==> config.mk <==
export PLATFORM = sky130hd
export DESIGN_NAME = rx_alu_sequencer
export DESIGN_NICKNAME = d
export VERILOG_FILES = /design/src/rtl/alu_pkg.sv /design/src/rtl/rx_alu_sequencer.sv
export SDC_FILE = /design/constraint.sdc
export NUM_CORES = 1
export LEC_CHECK = 0
export ABC_AREA = 1
export CAP_MARGIN = 5
export CORE_ASPECT_RATIO = 1.75
export CORE_MARGIN = 3
export CORE_UTILIZATION = 46
export CTS_CLUSTER_DIAMETER = 30
export DETAILED_ROUTE_END_ITERATION = 16
export GPL_TIMING_DRIVEN = 1
export PLACE_DENSITY_LB_ADDON = 0.25
export SYNTH_ARGS = -nofsm -noshare
export SYNTH_HDL_FRONTEND = slang
export SYNTH_SLANG_ARGS = --single-unit
==> constraint.sdc <==
create_clock -name clk -period 2.4 [get_ports clk]
set_input_delay 0.48 -clock clk [delete_from_list [all_inputs] [get_ports clk]]
set_output_delay 0.48 -clock clk [all_outputs]
set_load 0.01 [all_outputs]
==> src/rtl/alu_pkg.sv <==
// Shared opcode constants and sequencer state encoding for the RX-to-ALU sequencer.
package alu_pkg;

    localparam logic [5:0] OP_ADD = 6'b100000;
    localparam logic [5:0] OP_SUB = 6'b100010;
    localparam logic [5:0] OP_AND = 6'b100100;
    localparam logic [5:0] OP_OR  = 6'b100101;
    localparam logic [5:0] OP_XOR = 6'b100110;
    localparam logic [5:0] OP_NOR = 6'b100111;
    localparam logic [5:0] OP_SRA = 6'b000011;
    localparam logic [5:0] OP_SRL = 6'b000010;

    typedef enum logic [2:0] {
        ST_GET_A  = 3'd0,
        ST_GET_B  = 3'd1,
        ST_GET_OP = 3'd2,
        ST_EXEC   = 3'd3,
        ST_SEND   = 3'd4
    } state_t;

endpackage

==> src/rtl/rx_alu_sequencer.sv <==
// Pops operand A, operand B and opcode from a FWFT receive FIFO, drives the external ALU,
// and pushes the captured result into the transmit FIFO.
//
// state   | meaning
// GET_A   | idle; pop operand A when the RX FIFO has a word
// GET_B   | pop operand B
// GET_OP  | pop opcode word (low OP_W bits kept)
// EXEC    | ALU settled; capture result, flag unsupported opcode
// SEND    | push result once the TX FIFO has room
module rx_alu_sequencer
    import alu_pkg::*;
#(
    parameter int DBIT = 8,
    parameter int OP_W = 6
) (
    input  logic            clk,
    input  logic            reset,
    input  logic            rx_empty,
    input  logic [DBIT-1:0] rx_data,
    output logic            rx_rd,
    input  logic            tx_full,
    output logic            tx_wr,
    output logic [DBIT-1:0] tx_data,
    output logic [DBIT-1:0] alu_a,
    output logic [DBIT-1:0] alu_b,
    output logic [OP_W-1:0] alu_op,
    input  logic [DBIT-1:0] alu_result,
    output logic            busy,
    output logic            op_err
);

    state_t          r_state;
    state_t          w_state_nxt;
    logic            w_rx_rd;
    logic            w_tx_wr;
    logic [DBIT-1:0] r_alu_a;
    logic [DBIT-1:0] r_alu_b;
    logic [OP_W-1:0] r_alu_op;
    logic [DBIT-1:0] r_tx_data;

    function automatic logic op_valid(input logic [OP_W-1:0] op);
        return op inside {OP_W'(OP_ADD), OP_W'(OP_SUB), OP_W'(OP_AND), OP_W'(OP_OR),
                          OP_W'(OP_XOR), OP_W'(OP_NOR), OP_W'(OP_SRA), OP_W'(OP_SRL)};
    endfunction

    always_comb begin
        w_state_nxt = r_state;
        w_rx_rd     = 1'b0;
        w_tx_wr     = 1'b0;
        case (r_state)
            ST_GET_A: begin
                if (!rx_empty) begin
                    w_rx_rd     = 1'b1;
                    w_state_nxt = ST_GET_B;
                end
            end
            ST_GET_B: begin
                if (!rx_empty) begin
                    w_rx_rd     = 1'b1;
                    w_state_nxt = ST_GET_OP;
                end
            end
            ST_GET_OP: begin
                if (!rx_empty) begin
                    w_rx_rd     = 1'b1;
                    w_state_nxt = ST_EXEC;
                end
            end
            ST_EXEC: w_state_nxt = ST_SEND;
            ST_SEND: begin
                if (!tx_full) begin
                    w_tx_wr     = 1'b1;
                    w_state_nxt = ST_GET_A;
                end
            end
            default: w_state_nxt = ST_GET_A;
        endcase
    end

    always_ff @(posedge clk or posedge reset) begin
        if (reset) begin
            r_state   <= ST_GET_A;
            r_alu_a   <= '0;
            r_alu_b   <= '0;
            r_alu_op  <= '0;
            r_tx_data <= '0;
        end else begin
            r_state <= w_state_nxt;
            if (w_rx_rd && r_state == ST_GET_A)  r_alu_a  <= rx_data;
            if (w_rx_rd && r_state == ST_GET_B)  r_alu_b  <= rx_data;
            if (w_rx_rd && r_state == ST_GET_OP) r_alu_op <= rx_data[OP_W-1:0];
            // ALU output reflects the opcode registered on the previous edge
            if (r_state == ST_EXEC)              r_tx_data <= alu_result;
        end
    end

    // Strobes are combinational, so gate them so a FIFO never sees a pop/push during reset
    assign rx_rd   = w_rx_rd & ~reset;
    assign tx_wr   = w_tx_wr & ~reset;
    assign tx_data = r_tx_data;
    assign alu_a   = r_alu_a;
    assign alu_b   = r_alu_b;
    assign alu_op  = r_alu_op;
    assign busy    = (r_state != ST_GET_A);
    assign op_err  = (r_state == ST_EXEC) && !op_valid(r_alu_op);

endmodule

==> Word level (Yosys, flattened, before mapping) <==
Cells that the tools add are included.
{ "word_totals": {"register_bits": 33, "latch_bits": 0, "mem_bits_rw": 0, "rom_bits": 0, "inputBits": 20, "output_inout_bits": 34, "word_cells": 43, "memories": 0} }
{ "op_classes": {"n_addsub": 0, "n_mul": 0, "div_mod_pow": 0, "n_lt_le_gt_ge": 0, "eq_ne": 16, "shift": 0, "n_mux": 9, "n_bitwise": 3, "n_reduce_logical": 10} }
{ "ops": {"columns": ["op", "n"], "rows": [
  ["== test 6 bit (second input constant)", 6],
  ["one-hot mux 3 bit (5 select lines)", 1],
  ["== test 6 x 2 -> 1 bit (second input constant)", 2],
  ["two-way mux 3 bit", 4],
  ["inequality test 2 bit (second input constant)", 4],
  ["nonzero test 8 bit", 1],
  ["== test 3 x 2 -> 1 bit (second input constant)", 2],
  ["logical AND 1 bit", 4],
  ["two-way mux 1 bit", 4],
  ["AND reduction 4 bit", 1],
  ["== test 3 x 1 -> 1 bit (second input constant)", 1],
  ["== test 3 bit (second input constant)", 1],
  ["logical NOT 3 bit", 1],
  ["nonzero test 3 bit", 1],
  ["OR reduction 3 bit", 1],
  ["AND 1 bit", 2],
  ["logical NOT 1 bit", 1],
  ["inverter 1 bit", 1]
]} }

==> Logic depth before layout (Yosys ltp) <==
Gate-level depths: netlist (run 1).
{ "logic_depth": {"word_depth": 4, "depth_mapped": 5, "depth_no_buf": 5} }

==> Worst setup path before layout (run 1) <==
Ideal clock, no wire load.
{ "synth_path": {"path_type": "input port to output port", "startpoint": "in rx_empty", "endpoint": "out rx_rd", "arrival_ns": 1.134, "required_ns": 1.920, "slack_ns": 0.786, "path_stages": 5, "n_path_buf": 2, "path_cell_list": "buf_2 -> clkbuf_1 -> nor2_1 -> nand2_1 -> inv_1"} }
{ "synth_via": {"elab_chain_len": 3} }
{ "synth_rtl": {"columns": ["element", "line_no", "text"], "rows": [
  ["from (decl)", "rx_alu_sequencer.sv:18", "input logic rx_empty,"],
  ["two-way mux 1 bit", "rx_alu_sequencer.sv:52, rx_alu_sequencer.sv:58, rx_alu_sequencer.sv:64", null],
  ["two-way mux 1 bit", null, null],
  ["AND 1 bit", "rx_alu_sequencer.sv:98", "assign rx_rd = w_rx_rd & ~reset;"],
  ["to (decl)", "rx_alu_sequencer.sv:20", "output logic rx_rd,"]
]} }
Every way passes these cells.

==> Worst setup path in the final report (run 1) <==
{ "layout_path": {"startpoint": "reg r_state[2]", "endpoint": "out busy"} }
{ "layout_via": {"elab_chain_len": 1} }
{ "layout_rtl": {"columns": ["element", "line_no", "text"], "rows": [
  ["from (decl)", "rx_alu_sequencer.sv:32", "state_t r_state;"],
  ["from (signal assigned)", "rx_alu_sequencer.sv:88", "r_state <= w_state_nxt;"],
  ["nonzero test 3 bit", "rx_alu_sequencer.sv:104", "assign busy = (r_state != ST_GET_A);"],
  ["to (decl)", "rx_alu_sequencer.sv:28", "output logic busy,"]
]} }
Every way passes these cells.

==> results.toml, run 1 <==
[clock_network]
cts.clk_slew.worst_paths_ns = 0.06
htreeDepth = 2
hold_buffers = 0
cts_resized = 0
cts_setup_buffers = 0
clock_path_buffers = 2
cts_tree = "built"
clockRootBuffer = "clkbuf_8"
cts_buffers = 5
clkSinkCount = 33
clock_latency_ns = 0.28

[floorplanning]
pin_count = 54
start_util_pct = 50.1
num_rows = 25
coreArea_um2 = 2780
die_w_um = 47.6
die_h_um = 78.8
die-area_um2 = 3750

[detailed_routing]
via_per_inst = 5.23
routed_wl_mm = 3.47
met3_length_um = 240
first_iter_violations = 27
wl_per_cell_um = 14.0
vias = 1298
wl_met2_mm = 1.88
top_layer_used = "met4"
drcViolationCount = 0
first_pass_iters = 4
met1_length_mm = 1.29
final_antenna_net_count = 0

[sta]
setup_tns_ns = 0
rsz0062_at_grt = "false"
hold_violations = 0
slew_headroom_pct = 72.3
post-route-period-util_pct = 92.2
fmaxAchievable_mhz = 452
post-route-min-period_ns = 2.21
setup-violations-final = 0
worst_pin_slew_ns = 0.415
slew_viol_final = 0
finClkSkew_ns = 0.00246

[placed_design]
gp_congestion = 0.707
port_buffers = 53
dpl.hpwl_mm = 2.57

[global_route]
grt_max_degree = 34
grt_pass1_vias = 1349
antenna_found_initial = 0
grt_pass1_wl_mm = 5.82
grt_overflow_total = 0
track_usage_pct = 21.7

[worst_setup_path]
end_kind = "output port"
r2r_setup_slack_ns = 0.98
arrival_ns = 1.73
rr_worst_depth = 5
worstSetupPathType = "reg2out"
path_cells = "nor2_2 -> nand2_2 -> clkdlybuf4s50_1"
start_kind = "register"
critPathRequiredTime_ns = 1.92
slowest_delay_ns = 0.54
r2r_end = "alu_b[2]"
worstPathMaxFanout = 10
cpMaxStageDelayCell = "clkdlybuf4s50_1"
reg2reg_from = "r_state[1]"

[final_layout]
fin_nets = 241
fill_cells = 210
drive_gt1_share_pct = 9.50
area_growth_pct = 47.4
n_antenna_cell = 0

[synthesis]
syn-cell-area_um2 = 1390
avgSynthCellArea_um2 = 8.66
synth_nets = 181
ys_ff_latch = 33
seq_area_frac_synth_pct = 59.2
yosysWarnings = 0
syn_inst = 161
yosysUniqueCellTypes = 19

[worst_hold_path]
hp-start = "tx_data[0]"
worstHoldEndpoint = "tx_data[0]"
min_path_cells = 2
hold_path.class = "reg2reg"

[pwr]
ir_worst_vdd_v = 0.000804
leakage_nw = 0.987
power_density_nw_per_um2 = 1330
power_mw = 2.73

[flow_run]
maxCapViolCount = 0

[run_status]
outcome = "finished, final reports clean"
critical path: cells and delay by family, from the launching register on:
kind | cells | cell delay, ns
and+or+nand+nor | 2 | 0.44
DFF | 1 | 0.47
buffers and inverters | 1 | 0.54
routing by layer:
| metal | vias to the layer above | GRT usage, % |
|---|---|---|
| met4 | 0 | 8.09 |
| met2 | 47 | 36.4 |
| met3 | 6 | 7.26 |
| li1 | 630 | - |
| met5 | - | 0 |
| met1 | 615 | 24.1 |
through the flow:
stage / instances / utilization [%] / setup slack, ns / area [um2] / hold slack, ns
floorplan: 161 / - / 0.786 / 1390 / 0.509
global placement: 241 / 70.7 / 0.248 / 1970 / 0.452
detailed placement: 241 / 70.7 / 0.217 / 1970 / 0.459
CTS: 248 / 73.8 / 0.196 / 2050 / 0.474
global route: 248 / 73.8 / 0.103 / 2050 / 0.492
finish: 248 / 73.8 / 0.187 / 2050 / 0.470
report_power, final:
part / internal [mW] / leakage (nW) / switching [mW]
Sequential: 0.823 / 0.410 / 0.170
Clock: 0.227 / 0.0443 / 0.185
Combinational: 0.657 / 0.533 / 0.663
final cells by class:
type	instances	area, um2	area share [%]
clock buffer	7	86.3	4.20
tap	27	33.8	1.64
inverter	10	37.5	1.83
sequential	33	826	40.2
multi-input combinational	115	518	25.2
timing repair buffer	56	553	26.9
sequential cells by signal (all words and copies together), names as in the netlist:
signal   cells
tx_data      8
alu_a        8
alu_op       6
alu_b        8
r_state      3
cells by family after synthesis:
| logic type | synth area share, % |
|---|---|
| buf+inv | 3.59 |
| flops | 59.2 |
| simple gates | 28.5 |
| compound gates | 8.62 |
synthesized netlist by cell type, drive strengths merged:
library cell | count | share of area (%)
dfrtp | 33 | 59
nor3 | 2 | 1.5
clkbuf | 1 | 0.27
nand4 | 1 | 0.45
buf | 2 | 0.63
a21oi | 1 | 0.36
nand2 | 74 | 20
o21ai | 23 | 8.3
nor2 | 6 | 3.1
inv | 10 | 2.7
nand3 | 8 | 3.2
cells in the final DEF (no fill, tap or decap), types with 2 or more instances in the layout:
cell and n:
clkdlybuf4s50_1 53, inv_2 4, clkbuf_8 6, nand3_1 7, inv_1 6, buf_4 3
nand2_2 2, nand2_1 72, o21ai_1 22, dfrtp_1 33, nor2_4 2, nor2_1 2
nor2_2 2
worst max-delay path by stage:
stage                    start    end
floorplan             rx_empty  rx_rd
global placement         reset  tx_wr
detailed placement       reset  tx_wr
CTS                 r_state[2]   busy
global route        r_state[2]   busy
finish              r_state[2]   busy
Power figures use the tool's default switching activity.
==> run 2, diff against run 1 <==
--- a/config.mk
+++ b/config.mk
@@ -13,6 +13,7 @@
 export CTS_CLUSTER_DIAMETER = 30
 export DETAILED_ROUTE_END_ITERATION = 16
 export GPL_TIMING_DRIVEN = 1
+export MAX_ROUTING_LAYER = met4
 export PLACE_DENSITY_LB_ADDON = 0.25
 export SYNTH_ARGS = -nofsm -noshare
 export SYNTH_HDL_FRONTEND = slang
==> results.toml, run 2 (synthesis gave the netlist of run 1 again) <==
[run_status]
outcome = "finished, final reports clean"

[global_route]
antenna_found_initial = 0
grt_pass1_wl_mm = 5.81
track_usage_pct = 22.1
grt_pass1_vias = 1347
grt_overflow_total = 0
grt_max_degree = 34

[floorplanning]
die_w_um = 47.6
die-area_um2 = 3750
coreArea_um2 = 2780
pin_count = 54
die_h_um = 78.8
start_util_pct = 50.1
num_rows = 25

[placed_design]
placed_cells = 241
dpl.hpwl_mm = 2.57
postPlaceCellArea_um2 = 1970
pre_cts_ws_ns = 0.217
gp_congestion = 0.715
port_buffers = 53

[sta]
worst_pin_slew_ns = 0.415
slew_headroom_pct = 72.3
post-route-period-util_pct = 92.3
hold_violations = 0
fmaxAchievable_mhz = 451
setup_tns_ns = 0
fin_hold_ws_ns = 0.470
finClkSkew_ns = 0.00214
rsz0062_at_grt = "false"
slew_viol_final = 0
worst_slack_ns = 0.184
post-route-min-period_ns = 2.22
setup-violations-final = 0

[worst_setup_path]
reg2reg_from = "r_state[1]"
arrival_ns = 1.74
cpMaxStageDelayCell = "clkdlybuf4s50_1"
slowest_delay_ns = 0.54
path_buf_inv = 1
critPathRequiredTime_ns = 1.92
r2r_end = "alu_b[2]"
start_kind = "register"
r2r_setup_slack_ns = 0.98
worstSetupPathType = "reg2out"
end_kind = "output port"
crit_family = "buffers and inverters"
worstPathMaxFanout = 10
rr_worst_depth = 5
path_cells = "nor2_2 -> nand2_2 -> clkdlybuf4s50_1"

[final_layout]
final_cell_mix = "nand2_1, clkdlybuf4s50_1, dfrtp_1"
regArea_um2 = 826
area_growth_pct = 47.4
drive_gt1_share_pct = 9.50
fin_nets = 241
layout_commonest_cell = "nand2_1"
fill_cells = 210
utilization_pct = 73.8
multiInputGateArea_um2 = 518
stdcell_count = 248
fin_area_um2 = 2050
n_antenna_cell = 0

[detailed_routing]
via_per_inst = 5.26
wl_met2_mm = 1.87
drcViolationCount = 0
wl_per_cell_um = 14.0
routed_wl_mm = 3.46
met1_length_mm = 1.29
final_antenna_net_count = 0
top_layer_used = "met4"
first_iter_violations = 29
first_pass_iters = 4
met3_length_um = 226
vias = 1305

[clock_network]
clockRootBuffer = "clkbuf_8"
htreeDepth = 2
cts.clk_slew.worst_paths_ns = 0.06
clock_path_buffers = 2
hold_buffers = 0
clkSinkCount = 33
cts_setup_buffers = 0
cts_resized = 0
cts_tree = "built"
clock_latency_ns = 0.28
cts_buffers = 5

[pwr]
power_density_nw_per_um2 = 1330
power_mw = 2.72
leakage_nw = 0.987
ir_worst_vdd_v = 0.000802

[worst_hold_path]
hp-start = "tx_data[0]"
min_path_cells = 2
worstHoldEndpoint = "tx_data[0]"
hold_path.class = "reg2reg"

[flow_run]
maxCapViolCount = 0
==> run 2: cell counts in the layout (fill, tap and decap cells not counted) <==
No cell type changed its count.
==> run 2: per-layer routing <==
metal	GRT usage, %	vias to the layer above
li1	-	631
met4	9.70	0
met5	-	-
met3	5.22	9
met2	36.4	48
met1	24.1	617
==> run 2: worst register-to-register path, stage by stage, from the launching register on <==
cell     delay [ns]
dfrtp_1        0.42
inv_2          0.15
nand3_2        0.24
nor2_2         0.37
nand2_1        0.10
nand2_1        0.09
==> run 2: layout make-up <==
class | count | area share, %
Clock buffer | 7 | 4.20
Inverter | 10 | 1.83
Multi-Input combinational cell | 115 | 25.2
Sequential cell | 33 | 40.2
Tap cell | 27 | 1.64
Timing Repair Buffer | 56 | 26.9
==> run 2: how the worst max path moves through the flow <==
| stage | start | depth (start not counted) | slack (ns) | end |
|---|---|---|---|---|
| 2_1_floorplan | rx_empty | 5 | 0.79 | rx_rd |
| 3_3_place_gp | reset | 3 | 0.25 | tx_wr |
| 3_5_place_dp | reset | 3 | 0.22 | tx_wr |
| 4_1_cts | r_state[2] | 3 | 0.20 | busy |
| 5_1_grt | r_state[2] | 3 | 0.11 | busy |
| 6_report | r_state[2] | 3 | 0.18 | busy |
==> run 2: power by group <==
group / leakage [nW] / internal, mW / switching [mW] / total (mW)
Sequential: 0.410 / 0.823 / 0.169 / 0.992
Combinational: 0.533 / 0.657 / 0.664 / 1.32
Clock: 0.0443 / 0.227 / 0.183 / 0.410
Total: 0.987 / 1.71 / 1.02 / 2.72
==> run 3, diff against run 2 <==
--- a/config.mk
+++ b/config.mk
@@ -9,7 +9,8 @@
 export CAP_MARGIN = 5
 export CORE_ASPECT_RATIO = 1.75
 export CORE_MARGIN = 3
-export CORE_UTILIZATION = 46
+export CORE_UTILIZATION = 48
+export CTS_BUF_LIST = sky130_fd_sc_hd__clkbuf_8
 export CTS_CLUSTER_DIAMETER = 30
 export DETAILED_ROUTE_END_ITERATION = 16
 export GPL_TIMING_DRIVEN = 1
==> constraint.sdc (replaced) <==
create_clock -name clk -period 2.4 [get_ports clk]
set_input_delay 0.48 -clock clk [delete_from_list [all_inputs] [get_ports clk]]
set_output_delay 0.48 -clock clk [all_outputs]
set_load 0.005 [all_outputs]
==> results.toml, run 3 (synthesis gave the netlist of run 1 again) <==
[run_status]
outcome = "finished, final reports clean"

[clock_network]
cts_buffers = 5
clkSinkCount = 33
hold_buffers = 0
cts_setup_buffers = 0
clockRootBuffer = "clkbuf_8"
cts_resized = 0
htreeDepth = 2
clock_path_buffers = 2
clock_latency_ns = 0.28
cts.clk_slew.worst_paths_ns = 0.06
cts_tree = "built"

[sta]
setup_tns_ns = 0
slew_headroom_pct = 72.4
post-route-period-util_pct = 91.0
slew_viol_final = 0
fmaxAchievable_mhz = 458
finClkSkew_ns = 0.00684
rsz0062_at_grt = "false"
fin_hold_ws_ns = 0.475
post-route-min-period_ns = 2.19
hold_violations = 0
worst_pin_slew_ns = 0.414
setup-violations-final = 0

[pwr]
leakage_nw = 0.997
power_density_nw_per_um2 = 1290
ir_worst_vdd_v = 0.000848

[placed_design]
port_buffers = 53
dpl.hpwl_mm = 2.70
gp_congestion = 0.741

[worst_setup_path]
worstPathMaxFanout = 10
worstSetupPathType = "reg2out"
critPathRequiredTime_ns = 1.92
end_kind = "output port"
arrival_ns = 1.71
start_kind = "register"

[detailed_routing]
met1_length_mm = 1.34
final_antenna_net_count = 0
vias = 1322
met3_length_um = 227
wl_met2_mm = 1.92
via_per_inst = 5.31
top_layer_used = "met4"
first_iter_violations = 20
first_pass_iters = 4
routed_wl_mm = 3.58
drcViolationCount = 0
wl_per_cell_um = 14.4

[floorplanning]
start_util_pct = 50.6
coreArea_um2 = 2750
die-area_um2 = 3610
num_rows = 25
die_h_um = 77.3
pin_count = 54
die_w_um = 46.7

[final_layout]
final_cell_mix = "nand2_1, clkdlybuf4s50_1, dfrtp_1"
fin_nets = 241
utilization_pct = 75.2
drive_gt1_share_pct = 10.4
fill_cells = 221
n_antenna_cell = 0
layout_commonest_cell = "nand2_1"
area_growth_pct = 48.5

[worst_hold_path]
hold_path.class = "reg2reg"

[global_route]
grt_overflow_total = 0
grt_pass1_vias = 1394
grt_max_degree = 34
track_usage_pct = 23.3
antenna_found_initial = 0
grt_pass1_wl_mm = 6.06

[flow_run]
maxCapViolCount = 0
==> run 3: cell types whose count changed in the layout (fill, tap and decap cells not counted) <==
cell | previous run | this run
clkinv_2 | 0 | 1
clkbuf_1 | 1 | 0
clkbuf_8 | 6 | 7
==> run 3: stage by stage <==
| step | total power, mW | setup WS (ns) | std cells | instance area (um2) |
|---|---|---|---|---|
| after floorplan | 1.52 | 0.803 | 161 | 1390 |
| after CTS | 2.70 | 0.210 | 249 | 2070 |
| final | 2.67 | 0.215 | 249 | 2070 |
| after global routing | 2.89 | 0.121 | 249 | 2070 |
| after detailed placement | 2.24 | 0.254 | 241 | 1970 |
| after global placement | 2.19 | 0.284 | 241 | 1970 |
==> run 3: layout make-up <==
| type | instances | area, um2 | share of cell area (%) |
|---|---|---|---|
| sequential | 33 | 826 | 39.9 |
| clock inverter | 1 | 5.00 | 0.242 |
| inverter | 10 | 37.5 | 1.81 |
| multi-input combinational | 115 | 518 | 25.0 |
| timing repair buffer | 56 | 553 | 26.7 |
| clock buffer | 7 | 96.3 | 4.66 |
| tap | 27 | 33.8 | 1.63 |
==> run 3: power by group <==
part	internal, mW	total (mW)	switching (mW)
clock network	0.259	0.448	0.189
registers	0.823	1.00	0.177
logic	0.652	1.22	0.571
total	1.73	2.67	0.938
==> run 3: path summary, 6_finish.rpt <==
check / from / end / slack, ns / depth (start not counted)
max: r_state[2] / busy / 0.21 / 3
min: tx_data[6] / tx_data[6] / 0.47 / 2
max reg2reg: r_state[2] / alu_a[2] / 0.98 / 5
min reg2reg: tx_data[6] / tx_data[6] / 0.47 / 2
max in group asynchronous: reset / tx_data[3] / 1.44 / 3
min in group asynchronous: reset / alu_a[7] / 0.65 / 3
==> run 3: worst max-delay path, cell delays in order (launching register included) <==
cell and delay (ns):
dfrtp_1 0.47, nor2_2 0.24, nand2_2 0.22, clkdlybuf4s50_1 0.51
==> run 3: layer usage <==
layer,vias up,track usage (%)
met3,9,7.04
met2,48,39.0
met4,0,7.76
met1,634,25.0
li1,631,-
met5,-,-
